$ cat src/rtl/dbg_uart_host.sv
// Debug UART host: assembles 9-byte command frames from the UART receiver, issues them
// to the core debug port and returns the 32-bit result as 4 bytes, LSB first.
//
// state    | meaning
// ST_RX    | collecting frame bytes (a leading 0x00 is a resync/NOP)
// ST_ISSUE | command held on the debug port until ready or timeout
// ST_RESP  | streaming the 4 response bytes to the transmitter
module dbg_uart_host #(
   parameter int          TIMEOUT_CYCLES = 1024,
   parameter logic [31:0] TIMEOUT_WORD   = 32'hDEADBEEF
) (
   input  logic        clk_i,
   input  logic        rst_i,
   input  logic [7:0]  rx_data_i,
   input  logic        rx_valid_i,
   output logic [7:0]  tx_data_o,
   output logic        tx_valid_o,
   input  logic        tx_ready_i,
   output logic [7:0]  dbg_cmd_o,
   output logic [31:0] dbg_addr_o,
   output logic [31:0] dbg_data_o,
   input  logic [31:0] dbg_data_i,
   input  logic        dbg_ready_i,
   output logic        overrun_o,
   output logic        timeout_o,
   input  logic        clr_i
);

   typedef enum logic [1:0] {ST_RX, ST_ISSUE, ST_RESP} state_t;

   localparam logic [15:0] TMO_LAST = 16'(TIMEOUT_CYCLES - 1);

   state_t      state, state_nxt;
   logic [3:0]  byte_cnt;
   logic [15:0] tmr;
   logic [1:0]  tx_idx;
   logic [7:0]  cmd;
   logic [31:0] resp;
   logic        rx_take, last_byte, ready_hit, tmo_hit, tx_fire;

   always_ff @(posedge clk_i or posedge rst_i) begin
      if (rst_i) state <= ST_RX;
      else       state <= state_nxt;
   end

   always_comb begin
      state_nxt = state;
      rx_take   = 1'b0;
      last_byte = 1'b0;
      ready_hit = 1'b0;
      tmo_hit   = 1'b0;
      tx_fire   = 1'b0;
      case (state)
         ST_RX: begin
            rx_take   = rx_valid_i && !(byte_cnt == 4'd0 && rx_data_i == 8'h00);
            last_byte = rx_take && (byte_cnt == 4'd8);
            if (last_byte) state_nxt = ST_ISSUE;
         end
         ST_ISSUE: begin
            // ready beats a timeout landing in the same cycle
            ready_hit = dbg_ready_i;
            tmo_hit   = !dbg_ready_i && (tmr == TMO_LAST);
            if (ready_hit || tmo_hit) state_nxt = ST_RESP;
         end
         ST_RESP: begin
            tx_fire = tx_ready_i;
            if (tx_fire && tx_idx == 2'd3) state_nxt = ST_RX;
         end
         default: state_nxt = ST_RX;
      endcase
   end

   always_ff @(posedge clk_i or posedge rst_i) begin
      if (rst_i) begin
         byte_cnt   <= 4'd0;
         tmr        <= 16'd0;
         tx_idx     <= 2'd0;
         cmd        <= 8'h00;
         resp       <= 32'h0;
         dbg_addr_o <= 32'h0;
         dbg_data_o <= 32'h0;
         overrun_o  <= 1'b0;
         timeout_o  <= 1'b0;
      end else begin
         if (rx_take) begin
            byte_cnt <= last_byte ? 4'd0 : byte_cnt + 4'd1;
            // little-endian fields: shift each byte in from the top
            if (byte_cnt == 4'd0)
               cmd <= rx_data_i;
            else if (byte_cnt <= 4'd4)
               dbg_addr_o <= {rx_data_i, dbg_addr_o[31:8]};
            else
               dbg_data_o <= {rx_data_i, dbg_data_o[31:8]};
         end
         tmr <= (state == ST_ISSUE) ? tmr + 16'd1 : 16'd0;
         if (ready_hit)    resp <= dbg_data_i;
         else if (tmo_hit) resp <= TIMEOUT_WORD;
         if (tx_fire) tx_idx <= tx_idx + 2'd1;
         overrun_o <= (rx_valid_i && state != ST_RX) || (overrun_o && !clr_i);
         timeout_o <= tmo_hit || (timeout_o && !clr_i);
      end
   end

   assign dbg_cmd_o  = (state == ST_ISSUE) ? cmd : 8'h00;
   assign tx_valid_o = (state == ST_RESP);
   assign tx_data_o  = tx_valid_o ? resp[{tx_idx, 3'b000} +: 8] : 8'h00;

endmodule

$ cat config.mk
export PLATFORM = sky130hd
export DESIGN_NAME = dbg_uart_host
export DESIGN_NICKNAME = d
export VERILOG_FILES = /design/src/rtl/dbg_uart_host.sv
export SDC_FILE = /design/constraint.sdc
export NUM_CORES = 1
export LEC_CHECK = 0
export ABC_AREA = 1
export ABC_CLOCK_PERIOD_IN_PS = 8400
export CORE_MARGIN = 1
export CORE_UTILIZATION = 35
export DETAILED_ROUTE_END_ITERATION = 8
export SYNTH_ARGS = -nofsm -noshare
export SYNTH_HDL_FRONTEND = slang
export SYNTH_SLANG_ARGS = --single-unit
$ cat constraint.sdc
create_clock -name clk_i -period 8.4 [get_ports clk_i]
set_input_delay 2.1 -clock clk_i [delete_from_list [all_inputs] [get_ports clk_i]]
set_output_delay 2.1 -clock clk_i [all_outputs]
set_load 0.02 [all_outputs]
==> results by group, run 1 <==
Status
  • Status: completed

Worst setup path
  • Reg-to-Reg End: resp[31]
  • R2R Setup Slk: 5.81 ns
  • Worst-case reg-to-reg path depth: 7
  • Data required, critical path: 6.30 ns
  • Crit path DAT: 2.58 ns
  • Worst setup path category: register to output pin
  • CP Capture Type: output pin
  • Reg-to-Reg Start: state[1]
  • Startpoint Class: register
  • CP max FO: 19

STA
  • Fin crit share: 0.558
  • Slew @ Worst Pin: 1.03 ns
  • Total negative slack: 0 ns
  • Max-slew violation count: 0
  • RSZ-0062 raised after global routing: no
  • Final setup viols: 0
  • Final worst slack: 3.72 ns
  • Max Clock Freq: 213 MHz
  • Worst Skew: 0.0136 ns
  • Crit path time final: 4.68 ns
  • Count of final hold-check violations: 0
  • Relative slew slack: 0.310

Hold path
  • Cells on Worst Hold Path: 1
  • Hold crit path type: register to register
  • Hold Path Sink: tmr[0]
  • Min-delay src: tmr[0]

Cells and area
  • Layout cells sized above 1: 0.0650
  • Core Util, Final: 0.477
  • ANT cells: 0
  • Net count, final: 898
  • Synth-to-layout area growth: 31.5%

Global route
  • GRT Residual Overflow: 0
  • Initial antenna violation count: 0
  • Pin count of the biggest net entering global routing: 78
  • Vias in the first global route: 5133
  • First-pass GRT wire length: 26300 um
  • GRT Util Overall: 0.184

Synth
  • Sequential fraction of the synthesis area: 0.533
  • Post-Synth Simple-Gate Area: 0.333
  • Number of library cell types mapped by synthesis: 34
  • Adder-Cell Fraction of Synth Area: 0.00820
  • Synth Instances: 737
  • Synth warn: 0
  • Synth Register Bits: 130
  • Synthesized net count: 787
  • Synth Area per Inst: 8.28 um2
  • Largest family of logic cells by synthesized area: simple AND/OR/NAND/NOR gates
  • Mapped Area: 6100 um2
  • Post-synthesis xor/xnor area fraction: 0.00574
  • Synth Area in Compound Gates: 0.0488
  • Post-synthesis mux area share: 0.00656

Clock tree
  • Clock slew seen by the registers of the worst setup and hold paths: 0.06 ns
  • Post-CTS Hold Fix Bufs: 0
  • Clk buf depth: 2
  • CTS H-tree lvls: 4
  • Clock buffer count from CTS: 17
  • Clk_lat worst skew: 0.42 ns
  • Post-CTS setup buffers: 0
  • # clock sinks: 130
  • CTS tree: built
  • Post-CTS sizing: 0
  • Root Buffer: clkbuf_16

Pwr
  • PD cells: 372 nW/um2
  • VDD IR max: 196 uV
  • Psw: 1200 uW
  • Combinational power share: 0.396
  • Register share of total power: 0.360
  • Clock network fraction of design power: 0.244
  • P_leak: 0.00380 uW
  • Net Sw Frac: 0.400
  • Internal: 1790 uW

Placed design
  • Port buffer count: 128
  • Placer Congestion: 0.813
  • Placed wire-length estimate: 10200 um
  • Dpl ws: 3.94 ns

Floorplan
  • DIE AREA: 18000 um2
  • # IOs: 129
  • Die height: 134 um
  • Row cnt: 47
  • Initial Util: 0.363
  • Die Wd: 134 um
  • Core Area: 16800 um2

Detailed routing
  • DRT Wirelength: 15800 um
  • Wire per inst: 14.6 um
  • DRT antenna net count: 0
  • DRC errors left: 0
  • Drt via density: 4.91
  • DRT Pass-1 Iters: 4
  • Initial DRC Count: 330
  • Via count: 5305

Flow run
  • Max-cap check violation count: 0
final cells by class:
type                       instances  area (um2)
clock inverter                    15         159
tap                              220         275
multi-input combinational        527        2450
clock buffer                      17         425
fill                            1708        8790
timing repair buffer             130        1300
sequential                       130        3250
inverter                          42         165
routing by layer:
| layer | global-route usage | part of all wire | vias to the layer above |
|---|---|---|---|
| met2 | 0.278 | 0.45 | 159 |
| met5 | 0 | 0 | - |
| li1 | - | - | 2606 |
| met4 | 0.0512 | 0.0045 | 0 |
| met3 | 0.0559 | 0.071 | 8 |
| met1 | 0.256 | 0.48 | 2532 |
cells by family after synthesis:
logic type	count (synthesis)
AOI/OAI and AO/OA	57
xor gates and xnor gates	4
adders and majority gates	4
buffers and inverters	80
DFF	130
muxes	4
and+or+nand+nor	458
worst max path at each step:
stage                           from             end  slack, ns  cells after the start
after floorplan                rst_i     byte_cnt[0]       2.83                      1
after detailed placement  rx_valid_i  dbg_addr_o[22]       3.94                      6
final                      tx_idx[0]    tx_data_o[3]       3.72                      5
after CTS                  tx_idx[0]    tx_data_o[3]       3.71                      5
after global routing       tx_idx[0]    tx_data_o[3]       3.50                      5
after global placement    rx_valid_i  dbg_addr_o[21]       3.96                      6
registers in the layout, summed over array words and instances (netlist names):
signal	count
dbg_addr_o	32
dbg_data_o	32
resp	32
tmr	16
cmd	8
byte_cnt	4
state	2
tx_idx	2
overrun_o	1
timeout_o	1
power groups by stage:
stage	clock network, uW	registers (uW)	logic [uW]
final	728	1070	1180
after global routing	767	1110	1320
after CTS	742	1080	1200
after detailed placement	0	1080	1200
after global placement	0	1080	1180
after floorplan	0	1170	643
placed cells by master, fill, tap and decap left out, types with 5 or more instances in the layout:
cell / Yosys / final
a21oi_1: 17 / 17
clkbuf_16: 0 / 17
clkdlybuf4s50_1: 0 / 128
dfrtp_1: 130 / 130
inv_1: 37 / 36
nand2_1: 264 / 264
nand3_1: 50 / 50
nand4_1: 42 / 42
nor2_1: 67 / 67
o21ai_0: 33 / 33
or2_0: 9 / 9
or2_1: 5 / 5
cell usage after synthesis:
master    number  share of area
clkbuf_1       4         0.0025
nand3_2        1         0.0016
nor2_4         4         0.0074
ha_1           4         0.0082
buf_4          3         0.0037
buf_2         23          0.019
inv_1         37          0.023
nor3_1         4         0.0033
or2_2          1         0.0010
nand4_1       42          0.043
or2_1          5         0.0051
o21a_1         2         0.0025
nand3_1       50          0.041
nor2_1        67          0.041
buf_1          1        0.00061
o211ai_1       2         0.0025
dfrtp_1      130           0.53
o21ai_0       33          0.027
buf_6          7          0.013
and2_1         1         0.0010
inv_2          4         0.0025
or2_0          9         0.0092
o21ai_1        1        0.00082
xor2_1         4         0.0057
a31oi_1        2         0.0020
nand2_2        4         0.0041
nand3_4        2         0.0057
nand2_1      264           0.16
nor2_2         1         0.0010
inv_4          1         0.0010
a21oi_1       17          0.014
nand4_2        1         0.0020
mux2i_1        4         0.0066
nand2_4        2         0.0037
through the flow:
step	hold WS, ns	instances	instance area (um2)	power, uW
floorplan	0.433	737	6100	1820
global placement	0.453	1049	7440	2260
global route	0.488	1081	8030	3200
detailed placement	0.459	1049	7440	2280
finish	0.463	1081	8030	2990
CTS	0.466	1081	8030	3020
worst max-delay path, cell delays in order (launching register included):
cell and delay (ns):
dfrtp_1 0.71, inv_1 0.37, a21oi_1 0.22, o21ai_0 0.09, a21oi_1 0.15, clkdlybuf4s50_1 0.63
(Power assumes the default switching activity.)
==> run 2: changes to the inputs <==
--- a/config.mk
+++ b/config.mk
@@ -6,7 +6,7 @@
 export NUM_CORES = 1
 export LEC_CHECK = 0
 export ABC_AREA = 1
-export ABC_CLOCK_PERIOD_IN_PS = 8400
+export ABC_CLOCK_PERIOD_IN_PS = 4600
 export CORE_MARGIN = 1
 export CORE_UTILIZATION = 35
 export DETAILED_ROUTE_END_ITERATION = 8
==> constraint.sdc (replaced) <==
create_clock -name clk_i -period 4.6 [get_ports clk_i]
set_input_delay 1.15 -clock clk_i [delete_from_list [all_inputs] [get_ports clk_i]]
set_output_delay 1.15 -clock clk_i [all_outputs]
set_load 0.02 [all_outputs]
==> run 2 against run 1 <==
Wire length grew 0.93%; clock power grew 83%; utilization grew 0.20 points; combinational power grew 84%; power grew 83%; first-iteration DRC count grew 7.3%; sequential cell count is the same; highest routed layer unchanged.
==> results by group, run 2 (synthesis gave the netlist of run 1 again) <==
Status
  • Status: completed

STA
  • Total negative slack: 0 ns (unchanged)
  • RSZ-0062 raised after global routing: no
  • Slew @ Worst Pin: 0.999 ns (-0.0338 ns)
  • Max-slew violation count: 0 (unchanged)
  • Worst Skew: 0.0135 ns (-0.0000713 ns)
  • Final setup viols: 0 (unchanged)
  • Relative slew slack: 0.333 (+0.0228)
  • Max Clock Freq: 262 MHz
  • Count of final hold-check violations: 0 (unchanged)
  • Crit path time final: 3.82 ns
  • Fin crit share: 0.830

Cells and area
  • Layout cells sized above 1: 0.0683 (+0.00325)
  • ANT cells: 0 (unchanged)
  • Largest registers: dbg_addr_o: 32 flops, dbg_data_o: 32 flops, resp: 32 flops
  • Most common cell after layout, fill and taps aside: nand2_1
  • Post-Layout Cell Count: 1084 (+0.28%)
  • Synth-to-layout area growth: 32.1%
  • Fillers: 1663 (-2.6%)
  • Most frequent cells in the layout: nand2_1 (264), dfrtp_1 (130), clkdlybuf4s50_1 (128), nor2_1 (67), nand3_1 (50)
  • Net count, final: 901 (+0.33%)

Detailed routing
  • Wire per inst: 14.7 um (+0.66%)
  • Initial DRC Count: 354 (+7.3%)
  • DRT antenna net count: 0 (unchanged)
  • DRT Wirelength: 16000 um (+0.93%)
  • DRT Pass-1 Iters: 5 (+1)
  • Drt via density: 4.79 (-2.3%)
  • Via count: 5195 (-2.1%)
  • DRC errors left: 0 (unchanged)

Clock tree
  • Clk buf depth: 2 (unchanged)
  • # clock sinks: 130 (unchanged)
  • Clock buffer count from CTS: 17 (unchanged)
  • Post-CTS setup buffers: 0 (unchanged)
  • Clock slew seen by the registers of the worst setup and hold paths: 0.06 ns (about the same)
  • Post-CTS sizing: 0 (unchanged)
  • CTS H-tree lvls: 4 (unchanged)
  • Post-CTS Hold Fix Bufs: 0 (unchanged)
  • Clk_lat worst skew: 0.42 ns (about the same)
  • CTS tree: built
  • Root Buffer: clkbuf_16

Worst setup path
  • Data required, critical path: 3.45 ns (-2.85 ns)
  • CP Capture Type: output pin
  • Crit path DAT: 2.67 ns (+0.09 ns)
  • CP max FO: 19 (unchanged)
  • Worst setup path category: register to output pin
  • Startpoint Class: register

Pwr
  • PD cells: 678 nW/um2 (+82%)
  • P_leak: 0.00381 uW (+0.33%)
  • VDD IR max: 402 uV (+100%)

Global route
  • Met3 Usage GRT: 0.0574 (+0.00151)
  • Met2 global-route usage: 0.277 (-0.00115)
  • M1 GR Usage: 0.254 (-0.00238)
  • GRT Residual Overflow: 0 (unchanged)
  • Initial antenna violation count: 0 (unchanged)
  • Pin count of the biggest net entering global routing: 63 (-19%)
  • Vias in the first global route: 5062 (-1.4%)
  • First-pass GRT wire length: 26100 um (-0.50%)
  • GRT Util Overall: 0.184 (-0.000701)
  • GRT Max-Usage Layer: met2

Placed design
  • Total placed cells including tap cells: 1052 (+0.29%)
  • Placed wire-length estimate: 10400 um (+1.3%)
  • Port buffer count: 128 (unchanged)
  • Placer Congestion: 0.814 (+0.20%)

Floorplan
  • Die height: 134 um (unchanged)
  • Initial Util: 0.363 (unchanged)
  • Die Wd: 134 um (unchanged)
  • DIE AREA: 18000 um2 (unchanged)
  • Row cnt: 47 (unchanged)
  • Core Area: 16800 um2 (unchanged)
  • # IOs: 129 (unchanged)

Flow run
  • Max-cap check violation count: 0 (unchanged)

Hold path
  • Hold crit path type: register to register
-- run 2: cell types whose count changed in the layout (fill, tap and decap cells not counted), sizes merged --
cell,before,now
clkinv,7,3
buf,2,5
inv,45,48
bufinv,2,1
clkbuf,17,18
clkinvlp,3,4
-- run 2: where the power goes --
group | switching [uW] | total, uW | leakage, uW | internal, uW
combinational | 1290 | 2170 | 0.00189 | 880
sequential | 366 | 1960 | 0.00164 | 1600
clock | 559 | 1330 | 0.000278 | 776
total | 2210 | 5470 | 0.00381 | 3250
-- run 2: final timing paths --
check | start | to | slack, ns | depth (start not counted)
max | tx_idx[0] | tx_data_o[3] | 0.78 | 5
min | tmr[0] | tmr[0] | 0.47 | 1
max reg2reg | byte_cnt[0] | dbg_addr_o[18] | 2.36 | 9
min reg2reg | tmr[0] | tmr[0] | 0.47 | 1
max in group asynchronous | rst_i | tmr[6] | 2.42 | 3
min in group asynchronous | rst_i | dbg_addr_o[1] | 1.29 | 2
-- run 2: per-layer routing --
| layer | vias up | wire, um | part of all wire |
|---|---|---|---|
| met5 | - | 0 | 0 |
| met4 | 0 | 145 | 0.0091 |
| met3 | 12 | 1240 | 0.078 |
| met2 | 152 | 7090 | 0.44 |
| met1 | 2431 | 7500 | 0.47 |
| li1 | 2600 | - | - |
-- run 2: area by class of cell --
type / count / area, um2 / share of cell area
inverter: 42 / 164 / 0.0203
clock inverter: 14 / 145 / 0.0180
clock buffer: 18 / 439 / 0.0545
tap: 220 / 275 / 0.0341
multi-input combinational: 527 / 2450 / 0.304
timing repair buffer: 133 / 1330 / 0.165
sequential: 130 / 3250 / 0.403
-- run 2: critical path, stage by stage (launching register included) --
cell             delay [ns]
dfrtp_1                0.74
inv_1                  0.40
a21oi_1                0.22
o21ai_0                0.10
a21oi_1                0.17
clkdlybuf4s50_1        0.62
-- run 2: through the flow --
| step | total power [uW] | setup WS [ns] | util | hold WS [ns] | cell area, um2 |
|---|---|---|---|---|---|
| 2_1_floorplan | 3320 | 1.84 | - | 0.433 | 6110 |
| 3_3_place_gp | 4140 | 1.25 | 0.445 | 0.454 | 7480 |
| 3_5_place_dp | 4160 | 1.25 | 0.445 | 0.458 | 7480 |
| 4_1_cts | 5520 | 0.787 | 0.479 | 0.469 | 8060 |
| 5_1_grt | 5840 | 0.569 | 0.479 | 0.496 | 8060 |
| 6_report | 5470 | 0.782 | 0.479 | 0.465 | 8060 |
